### src/rtl/alu_cmd_ctrl_if.sv
// Stream and ALU handshake bundle for alu_cmd_ctrl.
// master: the sequencer's view; slave: the command source, ALU and result sink.
interface alu_cmd_ctrl_if #(
   parameter int unsigned DATA_WIDTH = 8
);
   logic [DATA_WIDTH-1:0] in_data;
   logic                  in_valid;
   logic                  in_ready;
   logic [DATA_WIDTH-1:0] alu_a;
   logic [DATA_WIDTH-1:0] alu_b;
   logic [3:0]            alu_fun;
   logic                  alu_req;
   logic [DATA_WIDTH-1:0] alu_res;
   logic                  alu_res_valid;
   logic [DATA_WIDTH-1:0] out_data;
   logic                  out_err;
   logic                  out_valid;
   logic                  out_ready;

   modport master (
      input  in_data, in_valid, alu_res, alu_res_valid, out_ready,
      output in_ready, alu_a, alu_b, alu_fun, alu_req, out_data, out_err, out_valid
   );

   modport slave (
      output in_data, in_valid, alu_res, alu_res_valid, out_ready,
      input  in_ready, alu_a, alu_b, alu_fun, alu_req, out_data, out_err, out_valid
   );
endinterface

### src/rtl/alu_cmd_ctrl.sv
// ALU command sequencer: opcode/A/B frame in, one ALU request, result out.
// Optional ALU wait timeout is compiled in with ALU_CMD_CTRL_TIMEOUT_EN.
module alu_cmd_ctrl #(
   parameter int unsigned DATA_WIDTH = 8,
   parameter int unsigned TIMEOUT    = 15
) (
   input  logic           i_clk,
   input  logic           i_rst_n,
   alu_cmd_ctrl_if.master io_bus,
   output logic [7:0]     o_cmd_cnt
);

   if (DATA_WIDTH < 4 || TIMEOUT < 1 || TIMEOUT > 255) begin : g_param_check
      $error("alu_cmd_ctrl: DATA_WIDTH must be >= 4 and TIMEOUT in 1..255");
   end

   typedef enum logic [2:0] {StIdle, StGetA, StGetB, StWait, StSend} state_e;

   state_e                r_state;
   logic                  r_in_ready;
   logic [DATA_WIDTH-1:0] r_alu_a;
   logic [DATA_WIDTH-1:0] r_alu_b;
   logic [3:0]            r_alu_fun;
   logic                  r_alu_req;
   logic [DATA_WIDTH-1:0] r_out_data;
   logic                  r_out_valid;
   logic [7:0]            r_cmd_cnt;
   logic                  w_in_hs;

`ifdef ALU_CMD_CTRL_TIMEOUT_EN
   // Counter holds completed idle WAIT cycles; the last one allowed is TIMEOUT-1.
   localparam logic [7:0] TimeoutLast = 8'(TIMEOUT - 1);
   logic [7:0]            r_wait_cnt;
   logic                  r_out_err;
`endif

   assign w_in_hs = io_bus.in_valid && r_in_ready;

   always_ff @(posedge i_clk or negedge i_rst_n) begin
      if (!i_rst_n) begin
         r_state     <= StIdle;
         r_in_ready  <= 1'b0;
         r_alu_a     <= '0;
         r_alu_b     <= '0;
         r_alu_fun   <= '0;
         r_alu_req   <= 1'b0;
         r_out_data  <= '0;
         r_out_valid <= 1'b0;
         r_cmd_cnt   <= '0;
`ifdef ALU_CMD_CTRL_TIMEOUT_EN
         r_wait_cnt  <= '0;
         r_out_err   <= 1'b0;
`endif
      end else begin
         unique case (r_state)
            StIdle: begin
               r_in_ready <= 1'b1;
               if (w_in_hs) begin
                  r_alu_fun <= io_bus.in_data[3:0];
                  r_state   <= StGetA;
               end
            end
            StGetA: begin
               if (w_in_hs) begin
                  r_alu_a <= io_bus.in_data;
                  r_state <= StGetB;
               end
            end
            StGetB: begin
               if (w_in_hs) begin
                  r_alu_b    <= io_bus.in_data;
                  r_in_ready <= 1'b0;
                  r_alu_req  <= 1'b1;
`ifdef ALU_CMD_CTRL_TIMEOUT_EN
                  r_wait_cnt <= '0;
`endif
                  r_state    <= StWait;
               end
            end
            StWait: begin
               // A result arriving on the final allowed cycle beats the timeout.
               if (io_bus.alu_res_valid) begin
                  r_out_data  <= io_bus.alu_res;
                  r_alu_req   <= 1'b0;
                  r_out_valid <= 1'b1;
`ifdef ALU_CMD_CTRL_TIMEOUT_EN
                  r_out_err   <= 1'b0;
`endif
                  r_state     <= StSend;
               end
`ifdef ALU_CMD_CTRL_TIMEOUT_EN
               else if (r_wait_cnt == TimeoutLast) begin
                  r_out_data  <= '1;
                  r_out_err   <= 1'b1;
                  r_alu_req   <= 1'b0;
                  r_out_valid <= 1'b1;
                  r_state     <= StSend;
               end else begin
                  r_wait_cnt <= r_wait_cnt + 8'd1;
               end
`endif
            end
            StSend: begin
               if (io_bus.out_ready) begin
                  r_out_valid <= 1'b0;
                  r_cmd_cnt   <= r_cmd_cnt + 8'd1;
                  r_in_ready  <= 1'b1;
                  r_state     <= StIdle;
               end
            end
            default: begin
               r_state <= StIdle;
            end
         endcase
      end
   end

   assign io_bus.in_ready  = r_in_ready;
   assign io_bus.alu_a     = r_alu_a;
   assign io_bus.alu_b     = r_alu_b;
   assign io_bus.alu_fun   = r_alu_fun;
   assign io_bus.alu_req   = r_alu_req;
   assign io_bus.out_data  = r_out_data;
   assign io_bus.out_valid = r_out_valid;
   assign o_cmd_cnt        = r_cmd_cnt;

`ifdef ALU_CMD_CTRL_TIMEOUT_EN
   assign io_bus.out_err = r_out_err;
`else
   assign io_bus.out_err = 1'b0;
`endif

endmodule

### src/flat_wrapper.sv
// flat-port wrapper written by rule: the top's interface ports become plain ports
module alu_cmd_ctrl_flat 
#(
   parameter int unsigned DATA_WIDTH = 8,
   parameter int unsigned TIMEOUT    = 15
)
  (i_clk, i_rst_n, o_cmd_cnt, io_bus_in_data, io_bus_in_valid, io_bus_alu_res, io_bus_alu_res_valid, io_bus_out_ready, io_bus_in_ready, io_bus_alu_a, io_bus_alu_b, io_bus_alu_fun, io_bus_alu_req, io_bus_out_data, io_bus_out_err, io_bus_out_valid);
  alu_cmd_ctrl_if #(.DATA_WIDTH(DATA_WIDTH)) io_bus_i ();
  input  logic i_clk;
  input  logic i_rst_n;
  output logic [7:0] o_cmd_cnt;
  input wire logic [$bits(io_bus_i.in_data)-1:0] io_bus_in_data;
  input wire logic [$bits(io_bus_i.in_valid)-1:0] io_bus_in_valid;
  input wire logic [$bits(io_bus_i.alu_res)-1:0] io_bus_alu_res;
  input wire logic [$bits(io_bus_i.alu_res_valid)-1:0] io_bus_alu_res_valid;
  input wire logic [$bits(io_bus_i.out_ready)-1:0] io_bus_out_ready;
  output wire logic [$bits(io_bus_i.in_ready)-1:0] io_bus_in_ready;
  output wire logic [$bits(io_bus_i.alu_a)-1:0] io_bus_alu_a;
  output wire logic [$bits(io_bus_i.alu_b)-1:0] io_bus_alu_b;
  output wire logic [$bits(io_bus_i.alu_fun)-1:0] io_bus_alu_fun;
  output wire logic [$bits(io_bus_i.alu_req)-1:0] io_bus_alu_req;
  output wire logic [$bits(io_bus_i.out_data)-1:0] io_bus_out_data;
  output wire logic [$bits(io_bus_i.out_err)-1:0] io_bus_out_err;
  output wire logic [$bits(io_bus_i.out_valid)-1:0] io_bus_out_valid;
  assign io_bus_i.in_data = io_bus_in_data;
  assign io_bus_i.in_valid = io_bus_in_valid;
  assign io_bus_i.alu_res = io_bus_alu_res;
  assign io_bus_i.alu_res_valid = io_bus_alu_res_valid;
  assign io_bus_i.out_ready = io_bus_out_ready;
  assign io_bus_in_ready = io_bus_i.in_ready;
  assign io_bus_alu_a = io_bus_i.alu_a;
  assign io_bus_alu_b = io_bus_i.alu_b;
  assign io_bus_alu_fun = io_bus_i.alu_fun;
  assign io_bus_alu_req = io_bus_i.alu_req;
  assign io_bus_out_data = io_bus_i.out_data;
  assign io_bus_out_err = io_bus_i.out_err;
  assign io_bus_out_valid = io_bus_i.out_valid;
  alu_cmd_ctrl #(.DATA_WIDTH(DATA_WIDTH), .TIMEOUT(TIMEOUT)) u_core (.i_clk(i_clk), .i_rst_n(i_rst_n), .io_bus(io_bus_i), .o_cmd_cnt(o_cmd_cnt));
endmodule
### config.mk
export PLATFORM = sky130hd
export DESIGN_NAME = alu_cmd_ctrl_flat
export DESIGN_NICKNAME = d
export VERILOG_FILES = /design/src/rtl/alu_cmd_ctrl_if.sv /design/src/rtl/alu_cmd_ctrl.sv /design/src/flat_wrapper.sv
export SDC_FILE = /design/constraint.sdc
export NUM_CORES = 1
export LEC_CHECK = 0
export ABC_AREA = 1
export CAP_MARGIN = 25
export CORE_MARGIN = 4
export CORE_UTILIZATION = 46
export DETAILED_ROUTE_END_ITERATION = 16
export MAX_ROUTING_LAYER = met4
export PLACE_DENSITY_LB_ADDON = 0.15
export SETUP_SLACK_MARGIN = 0.15
export SYNTH_ARGS = -nofsm -noshare
export SYNTH_HDL_FRONTEND = slang
export SYNTH_SLANG_ARGS = --single-unit
### constraint.sdc
create_clock -name i_clk -period 1.47 [get_ports i_clk]
set_input_delay 0.147 -clock i_clk [delete_from_list [all_inputs] [get_ports i_clk]]
set_output_delay 0.147 -clock i_clk [all_outputs]
set_load 0.02 [all_outputs]
---- Word-level counts from Yosys, hierarchy flattened ----
Cells that the tools add are included.
operators by class
  equality and inequality tests ........... 9
  mux-type cells .......................... 15
  reductions and logical operators ........ 14
  add/sub/neg operators ................... 1
operators by type and width
  kind                                                                     number
  3-bit 2-to-1 mux                                                         5
  3-bit one-hot mux with 5 select lines                                    1
  2-bit AND reduction                                                      5
  3-bit AND reduction                                                      3
  8-bit by 1-bit adder with 8-bit output, second input constant            1
  3-bit by 2-bit == test with 1-bit output, second input constant          2
  1-bit 2-to-1 mux                                                         6
  2-bit by 1-bit inequality test with 1-bit output, second input constant  3
  5-bit AND reduction                                                      1
  2-bit inequality test, second input constant                             2
  1-bit one-hot mux with 2 select lines                                    2
  2-bit nonzero test                                                       2
  3-bit by 1-bit == test with 1-bit output, second input constant          1
  3-bit == test, second input constant                                     1
  3-bit zero test                                                          1
  1-bit one-hot mux with 3 select lines                                    1
  3-bit nonzero test                                                       1
  1-bit logical AND                                                        1
word-level totals
  input port bits ......................... 21
  word-level logic and storage cells ...... 48
  bits in registers ....................... 42
  output and inout port bits .............. 40

---- Logic depth before layout (Yosys ltp) ----
  depth in word-level cells ............... 3
  mapped depth ............................ 8
  mapped depth without buffers ............ 7

---- Worst setup path after synthesis ----
OpenSTA, ideal clock, no wires.
  path kind ............................... reg2reg
  start point ............................. reg u_core.r_in_ready, in the netlist u_core.io_bus.in_ready
  end point ............................... reg u_core.r_alu_a[5], in the netlist u_core.io_bus.alu_a[5]
  stages on the path, launching flop included .. 7
  path buffers ............................ 1
  period minus slack after synthesis ...... 1317 ps
  data required time ...................... 1352 ps
  data arrival time ....................... 1199 ps
  library setup time ...................... 118 ps
  slack ................................... 153 ps
  cell sequence ........................... dfrtp_1 nand2_1 nor2_2 nand3b_2 buf_6 nand2_1 o21ai_2
on the way
  longest elaborated chain between the ends .. 2
ends and longest elaborated chain
  element                               line                text
  start: declaration                    alu_cmd_ctrl.sv:20  logic r_in_ready;
  start signal: assignment              alu_cmd_ctrl.sv:42  r_in_ready <= 1'b0;
  start signal: assignment              alu_cmd_ctrl.sv:57  r_in_ready <= 1'b1;
  start signal: assignment              alu_cmd_ctrl.sv:72  r_in_ready <= 1'b0;
  1-bit logical AND                     alu_cmd_ctrl.sv:37  assign w_in_hs = io_bus.in_valid && r_in_ready;
  2-bit AND reduction (no source line)  -
  end signal: assignment                alu_cmd_ctrl.sv:65  r_alu_a <= io_bus.in_data;
  end: declaration                      alu_cmd_ctrl.sv:21  logic [DATA_WIDTH-1:0] r_alu_a;
Every way passes these cells.
A chain may end at the register's enable or synchronous reset.

---- Worst setup path in the final report ----
  start point ............................. reg u_core.r_state[2]
  end point ............................... reg u_core.r_alu_b[4], in the netlist u_core.io_bus.alu_b[4]
on the way
  longest elaborated chain between the ends .. 2
ends and longest elaborated chain
  element                                   line                text
  start: declaration                        alu_cmd_ctrl.sv:19  state_e r_state;
  start signal: assignment                  alu_cmd_ctrl.sv:41  r_state <= StIdle;
  start signal: assignment                  alu_cmd_ctrl.sv:60  r_state <= StGetA;
  start signal: assignment                  alu_cmd_ctrl.sv:66  r_state <= StGetB;
  3-bit by 2-bit == test with 1-bit output  alu_cmd_ctrl.sv:55  unique case (r_state)
  2-bit AND reduction (no source line)      -
  end signal: assignment                    alu_cmd_ctrl.sv:71  r_alu_b <= io_bus.in_data;
  end: declaration                          alu_cmd_ctrl.sv:22  logic [DATA_WIDTH-1:0] r_alu_b;
Every way passes these cells.

==> summary.txt <==
Outcome
  • Outcome: finished clean

Yosys
  • Avg Inst Size Synth: 9.22 µm²
  • Ys Warns: 0
  • Mapped Cells: 205
  • Distinct cells, synth: 27
  • Register area share after synthesis: between 50% and 60%
  • Post-synth net total: 227
  • Synthesized area: 0.00189 mm²
  • Post-synthesis register bit count: 42

Worst setup path
  • Slowest library cell on the worst path: dfrtp_2
  • Max incr delay on CP: 0.49 ns
  • R2R cell count: 5
  • Worst r2r src: u_core.r_state[2]$_DFFE_PN0P_
  • Crit path from: u_core.r_state[2]$_DFFE_PN0P_
  • Critical setup path kind: flip-flop to flip-flop
  • Critical path required time: approximately 1.7 ns
  • Worst-path cell chain: nor2_4 > nand4_4 > buf_12 > nand2_1 > o21ai_2
  • Setup crit end kind: flip-flop
  • Kind of start point of the critical path: flip-flop
  • Critical path fanouts, max: 17
  • Crit path DAT: about 1.4 ns

Hold path
  • Hold Crit Class: input pin to asynchronous set/reset pin

Detailed routing
  • # DRC: 0
  • Total Wirelength: 3910 µm
  • Routed WL per cell: 12.1 µm
  • DR pass1 iterations: 4
  • 1st-iter DRT viols: 82
  • Via count: 1500
  • Final antenna-violating net count: 0
  • Vias/cell: 4.64

CTS
  • TritonCTS buffer count: 5
  • Clock Sinks: 42
  • Worst-path clk slew: 0.08 ns
  • Clk root buf: clkbuf_8
  • Clock Path Buffers: 2
  • Clock latency on the worst-skew pair: 0.29 ns
  • H-tree depth: 2
  • CTS tree: built

Global route
  • First-pass GRT wire length: 6700 µm
  • Initial antenna violation count: 0
  • Number of global-route vias before repair: 1433
  • Pin count of the biggest net entering global routing: 43
  • Grt met3 use: around 4.4%
  • GR Util met1: 22.7%
  • Total GRT Usage: 17.2%
  • Busiest layer in global routing: met2
  • Routing usage on met2: 25.4%
  • Grt ovf: 0

Layout
  • Final non-filler cell total: 323
  • Layout fillers: about 360
  • Layout cells sized above 1: 16.5%
  • Layout area overhead: 39.0%
  • Final net count: 294
  • Antenna diodes: 0

Power and ir drop
  • VDD IR max: 0.964 mV
  • Pwr per Cell Area: 1860 mW/mm²
  • LEAKAGE: approximately 1.4 nW

STA
  • Final min period: 1.23 ns
  • Endpoints failing setup: 0
  • Clock Skew: 0.00644 ns
  • Max-slew violations: 0
  • Final hold violation count: 0
  • Setup TNS: 0 ns
  • Fmax: 815 MHz
  • Final period util: 83.5%
  • RSZ-0062 raised after global routing: no

Placed design
  • Dpl hpwl: 2880 µm
  • RD Place Congestion: roughly 0.74
  • IO Port Bufs: 59
  • Dpl cells: 313

Floorplanning
  • Die area: 0.00520 mm²
  • Die H: 72.1 µm
  • Site row count: 23
  • Starting Density: 47.3%
  • Die Width: 72.1 µm
  • Core area: 0.00400 mm²
  • Ports: just over 60

Job
  • MaxCap Viol Count: 0
[cell usage after synthesis, drive strengths merged]
cell,count,area share (%)
a21oi,1,0.26
buf,5,2.4
dfrtp,42,56
nand2,89,18
nand3b,3,1.4
clkinv,1,0.26
o21ai,20,8.5
nor3,1,0.26
nand3,5,1.6
inv,19,3.8
nor3b,1,0.40
xor2,2,0.93
nand4,2,1.5
xnor2,2,0.93
ha,1,0.66
nor2,10,3.4
conb,1,0.20
[final timing paths]
check                                                         to  slack (ns)
setup / recovery              u_core.io_bus.alu_b[4]$_DFFE_PN0P_        0.24
hold / removal                u_core.io_bus.alu_b[2]$_DFFE_PN0P_        0.34
setup reg to reg              u_core.io_bus.alu_b[4]$_DFFE_PN0P_        0.24
hold reg to reg              u_core.io_bus.out_valid$_DFFE_PN0P_        0.47
max in group asynchronous          u_core.r_state[0]$_DFFE_PN0P_        0.91
min in group i_clk         u_core.io_bus.out_data[3]$_DFFE_PN0P_        0.38
[registers in the layout, indices dropped and copies added (netlist names)]
name,flops
u_core.io_bus.in_ready,1
u_core.io_bus.alu_fun,4
u_core.io_bus.alu_req,1
u_core.io_bus.out_valid,1
u_core.r_state,3
u_core.io_bus.alu_a,8
u_core.io_bus.alu_b,8
u_core.io_bus.out_data,8
u_core.o_cmd_cnt,8
[timing repair]
action,in CTS,in global routing
buffers inserted,1,0
hold buffers,1,0
pin swaps,1,0
setup endpoints to repair,56,27
hold endpoints to repair,42,0
resized for setup,40,3
[area by class of cell]
cell class                 count  area (µm²)  share of cell area, %
inverter                      20        76.3                   2.90
clock inverter                 3        21.3                  0.810
tap                           50        62.6                   2.38
multi-input combinational    138         722                   27.5
clock buffer                   5        68.8                   2.62
timing repair buffer          65         622                   23.7
sequential                    42        1050                   40.1
[cell usage in the layout, fill, tap and decap left out]
| cell | count |
|---|---|
| nor2_2 | 2 |
| buf_12 | 3 |
| o21ai_0 | 4 |
| ha_1 | 1 |
| clkinv_4 | 1 |
| nand3b_2 | 1 |
| nor3b_1 | 1 |
| nand4_4 | 1 |
| dfrtp_1 | 39 |
| dlygate4sd3_1 | 1 |
| conb_1 | 1 |
| a21oi_1 | 1 |
| buf_2 | 1 |
| clkinv_2 | 2 |
| xnor2_1 | 2 |
| nor2_4 | 3 |
| o21ai_2 | 16 |
| nand3b_1 | 2 |
| dfrtp_2 | 3 |
| clkinvlp_4 | 1 |
| inv_1 | 18 |
| nand4_1 | 1 |
| dlygate4sd2_1 | 39 |
| nand3_1 | 4 |
| nor2_1 | 5 |
| buf_4 | 2 |
| nor3_1 | 1 |
| clkbuf_8 | 5 |
| nand3_2 | 1 |
| inv_2 | 1 |
| clkdlybuf4s50_1 | 19 |
| nand2_1 | 87 |
| nand2_2 | 1 |
| nand2_4 | 1 |
| xor2_1 | 2 |
[power breakdown]
group	switching, mW	internal, mW	total (mW)
sequential	0.335	1.61	1.95
combinational	1.31	0.878	2.19
clock	0.406	0.334	0.740
total	2.05	2.82	4.87
[cells by family (layout without fill, tap and decap cells)]
| kind of cell | Yosys count | in the layout | share of synthesized area, % |
|---|---|---|---|
| simple gates | 111 | 111 | 26.5 |
| flops | 42 | 42 | 55.6 |
| buf+inv | 25 | 93 | 6.48 |
| compound gates | 21 | 21 | 8.74 |
| xor+xnor | 4 | 4 | 1.85 |
| fa+ha+maj | 1 | 1 | 0.662 |
| other cells | 1 | 1 | 0.198 |
[per-stage QoR]
step	utilization, %	power (mW)	area [µm²]	hold WS (ns)	worst slack (ns)
floorplan	-	3.34	1890	-0.149	0.153
CTS	65.6	4.94	2620	0.364	0.186
global placement	63.7	4.40	2550	0.139	0.0754
global route	65.7	5.24	2630	0.368	0.161
finish	65.7	4.87	2630	0.344	0.242
detailed placement	63.7	4.45	2550	0.139	0.0743
[critical path: cells and delay by family, from the launching register on]
kind | cells | cell delay (ns)
DFF | 1 | 0.49
buffers and inverters | 1 | 0.17
AOI/OAI and AO/OA | 1 | 0.05
and+or+nand+nor | 3 | 0.41
[layer usage]
layer | up-vias | part of all wire [%]
met5 | - | 0
met4 | 0 | 1.5
met3 | 4 | 5.8
met2 | 34 | 46
met1 | 697 | 47
li1 | 765 | -
Power figures use the tool's default switching activity.
